## src/rtl/pe_pkg.sv

```systemverilog
// Shared constants for the motion-estimation PE.
// Reference mux encoding, FSM states and the default pixel width.
package pe_pkg;
  localparam int PIXEL_W_DEF = 8;

  localparam logic [1:0] REF_UP_1 = 2'd0;
  localparam logic [1:0] REF_UP_8 = 2'd1;
  localparam logic [1:0] REF_DN_1 = 2'd2;
  localparam logic [1:0] REF_DN_8 = 2'd3;

  typedef enum logic [1:0] {
    IDLE  = 2'd0,
    ACCUM = 2'd1,
    FLUSH = 2'd2
  } state_t;
endpackage

```

## src/rtl/pe_sad_acc_if.sv

```systemverilog
// SAD accumulate handshake between the ME controller and one PE.
// master drives start/valid, slave (the PE) returns the result.
interface pe_sad_acc_if
  import pe_pkg::*;
#(
  parameter int ACC_W = 16
);
  logic             acc_start;
  logic             acc_valid;
  logic [ACC_W-1:0] sad_out;
  logic             sad_valid;
  logic             busy;

  modport master (
    output acc_start, acc_valid,
    input  sad_out, sad_valid, busy
  );

  modport slave (
    input  acc_start, acc_valid,
    output sad_out, sad_valid, busy
  );
endinterface

```

## src/rtl/pe_absdiff.sv

```systemverilog
// Combinational unsigned |a - b|, shared across the PE array.
module pe_absdiff
  import pe_pkg::*;
#(
  parameter int W = PIXEL_W_DEF
) (
  input  logic [W-1:0] a,
  input  logic [W-1:0] b,
  output logic [W-1:0] y
);
  assign y = (a > b) ? (a - b) : (b - a);
endmodule

```

## src/rtl/pe_sad_acc.sv

```systemverilog
// ME processing element with CB bank, ref mux and SAD accumulator.
// `define PE_BEST_TRACK_EN adds best-candidate tracking.
module pe_sad_acc
  import pe_pkg::*;
#(
  parameter int PIXEL_W    = PIXEL_W_DEF,
  parameter int NUM_CB     = 4,
  parameter int CB_SEL_W   = 4,
  parameter int BLK_PIXELS = 64,
  parameter int ACC_W      = 16
) (
  input  logic                clk,
  input  logic                rst,
  input  logic [PIXEL_W-1:0]  in_curr,
  input  logic                in_curr_en,
  input  logic [CB_SEL_W-1:0] cb_wr_sel,
  input  logic [CB_SEL_W-1:0] cb_rd_sel,
  input  logic [PIXEL_W-1:0]  ref_up_1,
  input  logic [PIXEL_W-1:0]  ref_up_8,
  input  logic [PIXEL_W-1:0]  ref_dn_1,
  input  logic [PIXEL_W-1:0]  ref_dn_8,
  input  logic                ref_en,
  input  logic [1:0]          ref_sel,
  output logic [PIXEL_W-1:0]  next_pix,
  output logic [PIXEL_W-1:0]  ref_pix,
  output logic [PIXEL_W-1:0]  abs_out,
`ifdef PE_BEST_TRACK_EN
  input  logic                best_clr,
  output logic [ACC_W-1:0]    best_sad,
  output logic [7:0]          best_idx,
`endif
  pe_sad_acc_if.slave         acc
);
  localparam int CNT_W = $clog2(BLK_PIXELS + 1);
  localparam logic [CNT_W-1:0] CNT_FULL = CNT_W'(BLK_PIXELS);

  logic [PIXEL_W-1:0] cb_q [NUM_CB];
  logic [PIXEL_W-1:0] rd_pix;
  logic [PIXEL_W-1:0] fwd_pix;
  logic [PIXEL_W-1:0] ref_mux;
  logic [PIXEL_W-1:0] diff;
  state_t             state;
  logic [CNT_W-1:0]   cnt_q;
  logic [ACC_W-1:0]   acc_q;
  logic               v_q;

  // Out-of-range selects fall through to zero.
  always_comb begin
    rd_pix  = '0;
    fwd_pix = '0;
    for (int i = 0; i < NUM_CB; i++) begin
      if (cb_rd_sel == CB_SEL_W'(i)) rd_pix = cb_q[i];
      if (cb_wr_sel == CB_SEL_W'(i)) fwd_pix = cb_q[i];
    end
  end

  assign next_pix = fwd_pix;

  always_comb begin
    ref_mux = ref_up_1;
    unique case (ref_sel)
      REF_UP_1: ref_mux = ref_up_1;
      REF_UP_8: ref_mux = ref_up_8;
      REF_DN_1: ref_mux = ref_dn_1;
      REF_DN_8: ref_mux = ref_dn_8;
    endcase
  end

  pe_absdiff #(.W(PIXEL_W)) u_absdiff (
    .a (rd_pix),
    .b (ref_pix),
    .y (diff)
  );

  always_ff @(posedge clk or posedge rst) begin
    if (rst) begin
      for (int i = 0; i < NUM_CB; i++) cb_q[i] <= '0;
      ref_pix <= '0;
      abs_out <= '0;
    end else begin
      for (int i = 0; i < NUM_CB; i++)
        if (in_curr_en && cb_wr_sel == CB_SEL_W'(i))
          cb_q[i] <= in_curr;
      if (ref_en) ref_pix <= ref_mux;
      abs_out <= diff;
    end
  end

  // The full count waits one cycle so the last sample lands before FLUSH.
  always_ff @(posedge clk or posedge rst) begin
    if (rst) begin
      state         <= IDLE;
      cnt_q         <= '0;
      acc_q         <= '0;
      v_q           <= 1'b0;
      acc.sad_out   <= '0;
      acc.sad_valid <= 1'b0;
    end else begin
      acc.sad_valid <= 1'b0;
      v_q           <= 1'b0;
      if (v_q) acc_q <= acc_q + ACC_W'(abs_out);
      unique case (state)
        IDLE: begin
          if (acc.acc_start) begin
            acc_q <= '0;
            cnt_q <= '0;
            state <= ACCUM;
          end
        end
        ACCUM: begin
          if (acc.acc_start) begin
            acc_q <= '0;
            cnt_q <= '0;
          end else if (cnt_q == CNT_FULL) begin
            state <= FLUSH;
          end else if (acc.acc_valid) begin
            cnt_q <= cnt_q + 1'b1;
            v_q   <= 1'b1;
          end
        end
        FLUSH: begin
          acc.sad_out   <= acc_q;
          acc.sad_valid <= 1'b1;
          state         <= IDLE;
        end
        default: state <= IDLE;
      endcase
    end
  end

  assign acc.busy = (state == ACCUM) || (state == FLUSH);

`ifdef PE_BEST_TRACK_EN
  logic [7:0] cand_q;

  always_ff @(posedge clk or posedge rst) begin
    if (rst) begin
      best_sad <= '1;
      best_idx <= '0;
      cand_q   <= '0;
    end else if (best_clr) begin
      best_sad <= '1;
      best_idx <= '0;
      cand_q   <= '0;
    end else if (state == FLUSH) begin
      if (acc_q < best_sad) begin
        best_sad <= acc_q;
        best_idx <= cand_q;
      end
      cand_q <= cand_q + 8'd1;
    end
  end
`endif
endmodule

```

## src/flat_wrapper.sv

```systemverilog
// flat-port wrapper written by rule: the top's interface ports become plain ports
module pe_sad_acc_flat import pe_pkg::*;
#(
  parameter int PIXEL_W    = PIXEL_W_DEF,
  parameter int NUM_CB     = 4,
  parameter int CB_SEL_W   = 4,
  parameter int BLK_PIXELS = 64,
  parameter int ACC_W      = 16
)
  (clk, rst, in_curr, in_curr_en, cb_wr_sel, cb_rd_sel, ref_up_1, ref_up_8, ref_dn_1, ref_dn_8, ref_en, ref_sel, next_pix, ref_pix, abs_out, acc_acc_start, acc_acc_valid, acc_sad_out, acc_sad_valid, acc_busy);
  pe_sad_acc_if #(.ACC_W(ACC_W)) acc_i ();
  input  logic clk;
  input  logic rst;
  input  logic [PIXEL_W-1:0] in_curr;
  input  logic in_curr_en;
  input  logic [CB_SEL_W-1:0] cb_wr_sel;
  input  logic [CB_SEL_W-1:0] cb_rd_sel;
  input  logic [PIXEL_W-1:0] ref_up_1;
  input  logic [PIXEL_W-1:0] ref_up_8;
  input  logic [PIXEL_W-1:0] ref_dn_1;
  input  logic [PIXEL_W-1:0] ref_dn_8;
  input  logic ref_en;
  input  logic [1:0] ref_sel;
  output logic [PIXEL_W-1:0] next_pix;
  output logic [PIXEL_W-1:0] ref_pix;
  output logic [PIXEL_W-1:0] abs_out;
  input wire logic [$bits(acc_i.acc_start)-1:0] acc_acc_start;
  input wire logic [$bits(acc_i.acc_valid)-1:0] acc_acc_valid;
  output wire logic [$bits(acc_i.sad_out)-1:0] acc_sad_out;
  output wire logic [$bits(acc_i.sad_valid)-1:0] acc_sad_valid;
  output wire logic [$bits(acc_i.busy)-1:0] acc_busy;
  assign acc_i.acc_start = acc_acc_start;
  assign acc_i.acc_valid = acc_acc_valid;
  assign acc_sad_out = acc_i.sad_out;
  assign acc_sad_valid = acc_i.sad_valid;
  assign acc_busy = acc_i.busy;
  pe_sad_acc #(.PIXEL_W(PIXEL_W), .NUM_CB(NUM_CB), .CB_SEL_W(CB_SEL_W), .BLK_PIXELS(BLK_PIXELS), .ACC_W(ACC_W)) u_core (.clk(clk), .rst(rst), .in_curr(in_curr), .in_curr_en(in_curr_en), .cb_wr_sel(cb_wr_sel), .cb_rd_sel(cb_rd_sel), .ref_up_1(ref_up_1), .ref_up_8(ref_up_8), .ref_dn_1(ref_dn_1), .ref_dn_8(ref_dn_8), .ref_en(ref_en), .ref_sel(ref_sel), .next_pix(next_pix), .ref_pix(ref_pix), .abs_out(abs_out), .acc(acc_i));
endmodule
```

## config.mk

```make
export PLATFORM = sky130hd
export DESIGN_NAME = pe_sad_acc_flat
export DESIGN_NICKNAME = d
export VERILOG_FILES = /design/src/rtl/pe_pkg.sv /design/src/rtl/pe_sad_acc_if.sv /design/src/rtl/pe_absdiff.sv /design/src/rtl/pe_sad_acc.sv /design/src/flat_wrapper.sv
export SDC_FILE = /design/constraint.sdc
export NUM_CORES = 1
export LEC_CHECK = 0
export CAP_MARGIN = 15
export CORE_UTILIZATION = 53
export DETAILED_ROUTE_END_ITERATION = 8
export GPL_ROUTABILITY_DRIVEN = 0
export PLACE_DENSITY = 0.92
export SLEW_MARGIN = 20
export SYNTH_ARGS = -nofsm -noshare
export SYNTH_HDL_FRONTEND = slang
export SYNTH_SLANG_ARGS = --single-unit
export TNS_END_PERCENT = 20
```

## constraint.sdc

```tcl
create_clock -name clk -period 3.7 [get_ports clk]
set_clock_uncertainty 0.1 [all_clocks]
set_input_delay 0.74 -clock clk [delete_from_list [all_inputs] [get_ports clk]]
set_output_delay 0.74 -clock clk [all_outputs]
set_load 0.01 [all_outputs]
```

==> metrics.cfg <==
[floorplanning]
ioPinCount=98
die_area_um2=10500
die_h_um=102
core_um2=9770
die_w_um=102
rows=36
start_util=0.546

[grt]
grt.total_usage=0.254
grt_max_degree=52
antenna_found_initial=0
grt_pass1_vias=4289
grt.overflow.total=0
grt_pass1_wl_um=20200

[timing]
max_slew.worst_pin.slew_ps=858
min_period_ps=3530
hold_violations=0
hold_slack_ps=399
slew_headroom=0.427
rsz0062_at_grt=no
slew_violations=0
tns_ps=0
max_freq_mhz=283
finalCritPeriodShare=0.955
finalSetupViolations=0

[clock_network]
path_clk_slew_ps=80
clk_path_buf_depth=2
root_buffer=clkbuf_8
cts-buffers-inserted=9
cts.htree.levels=3
clock_latency_ps=370
cts_tree=built
clock_sinks=91

[critical_path]
critPathArrivalTime_ps=2690
start_kind=input pin
end_kind=output port
crit_type=input pin to output port
r2r_end=u_core.abs_out[4]$_DFF_PP0_
crit_buf_inv=2
crit_top_cell=clkdlybuf4s50_1
rr_worst_depth=12
crit_family=buffers and inverters
r2r-start=u_core.cb_q[16]$_DFFE_PP0P_
crit_chain=clkdlybuf4s50_1 > mux4_2 > and2_1 > clkdlybuf4s50_1
path_max_fanout=12
crit_path_top_delay_cell=clkdlybuf4s50_1
max_stage_delay_ps=880
worstPathRequired_ps=2860
r2r_setup_slack_ps=800

[detailed_routing]
vias_per_cell=5.87
vias=4220
first_pass_iters=4
finalWirelength_um=12600
drtIter0Drc=178
ant_nets=0
routedWlPerCell_um=17.5
drc=0

[flow_run]
drv_cap=0

[yosys]
yosysSeqAreaShare=0.427
synth_cells=474
async_flop_share=1.00
syn_area_per_cell_um2=11.3
synth_cell_types=51
ys_ff_latch=91
synthFlopType=dfrtp_1
netlist.area_leader.share=0.427
synth_area_um2=5340
synth.largest_area_cell=dfrtp_1
synth.top_cells.by_count=dfrtp_1 (91), mux2_2 (56), o21ai_0 (35)
yosysWarnings=0
yosysMostFrequentCell=dfrtp_1
synth_edf_count=0
synth.area.top_cells=dfrtp_1 (43%), mux2_2 (12%), mux4_2 (7.2%)
synth_nets=562

[cells_and_area]
drive_gt1_frac=0.203
fin_nets=669
syn_to_final_growth_pct=27.6
fin_cells=719
fin_util=0.697
antenna_cells=0

[power_and_ir_drop]
ir_drop_mv=0.273
power.density_nw_per_um2=506
total_power_mw=3.45
p_leak_nw=3.00

[min_path]
hold_class=flop to flop
whs_path_depth=1
worst_hold_startpoint=u_core.cnt_q[5]$_DFFE_PP0P_
whs_endpoint=u_core.cnt_q[5]$_DFFE_PP0P_

[place]
numPortBuffers=97
dp.cells=702
dp_hpwl_um=9240

[run_status]
status=finished, final reports clean

==> cells by family (layout without fill, tap and decap cells) <==
group,after synthesis,in the layout,share of synthesized area
AND/OR/NAND/NOR,111,111,0.108
flip-flops,91,91,0.427
XOR/XNOR,13,13,0.0213
buffers and inverters,44,156,0.0333
AO/OA/AOI/OAI,93,93,0.110
multiplexers,90,90,0.222
adder cells (fa/ha/maj),32,32,0.0792
==> area by class of cell <==
cell class | count | area (um^2)
Multi-Input combinational cell | 339 | 2890
Timing Repair Buffer | 114 | 1130
Tap cell | 133 | 166
Fill cell | 680 | 2960
Clock inverter | 6 | 111
Inverter | 26 | 98.8
Sequential cell | 91 | 2280
Clock buffer | 10 | 138
==> sequential cells by signal (all words and copies together), names as in the netlist <==
name,cells
u_core.ref_pix,8
u_core.acc.sad_out,16
u_core.acc_q,16
u_core.v_q,1
u_core.cb_q,32
u_core.abs_out,8
u_core.acc.sad_valid,1
u_core.state,2
u_core.cnt_q,7
==> metal layers <==
layer  part of all wire  track usage
met5                  0            0
met4              0.039        0.123
met3              0.053       0.0465
met2               0.52        0.455
met1               0.39        0.292
==> metrics by stage <==
| stage | area (um^2) | worst slack, ps |
|---|---|---|
| 2_1_floorplan | 5340 | 253 |
| 3_3_place_gp | 6540 | -66.5 |
| 3_5_place_dp | 6540 | -235 |
| 4_1_cts | 6790 | 89.1 |
| 5_1_grt | 6810 | 110 |
| 6_report | 6810 | 167 |
==> worst max-delay path by stage <==
| stage | from | to | slack (ps) | cells after the start |
|---|---|---|---|---|
| 4_1_cts | cb_rd_sel[0] | u_core.abs_out[4]$_DFF_PP0_ | 90 | 12 |
| 3_5_place_dp | cb_rd_sel[0] | u_core.abs_out[4]$_DFF_PP0_ | -230 | 12 |
| 3_3_place_gp | cb_rd_sel[0] | u_core.abs_out[7]$_DFF_PP0_ | -70 | 11 |
| 6_report | cb_wr_sel[1] | next_pix[3] | 170 | 4 |
| 2_1_floorplan | cb_rd_sel[0] | u_core.abs_out[4]$_DFF_PP0_ | 250 | 14 |
| 5_1_grt | cb_wr_sel[1] | next_pix[1] | 110 | 4 |
==> layout by cell type (no fill, tap or decap), types with 7 or more instances in the layout <==
cell	count
nor3_1	7
buf_4	15
a211oi_1	7
o21ai_0	35
clkdlybuf4s50_1	96
inv_1	25
mux2_2	56
mux4_2	17
a21o_1	8
mux2i_1	16
nand2_1	32
xor2_1	8
dfrtp_1	91
nor2_1	22
clkbuf_8	10
and2_1	9
a21oi_1	21
ha_1	29
==> power by group <==
group          internal [mW]  switching, mW
registers               1.17          0.169
clock network          0.469          0.359
logic                  0.633          0.644
==> what timing repair did <==
item / in CTS / in global routing
endpoints found under the hold margin: 0 / 0
endpoints found under the setup margin: 0 / 7
hold buffers: 0 / 0
gates resized for setup: 0 / 3
setup buffers: 0 / 1
Power figures use the tool's default switching activity.
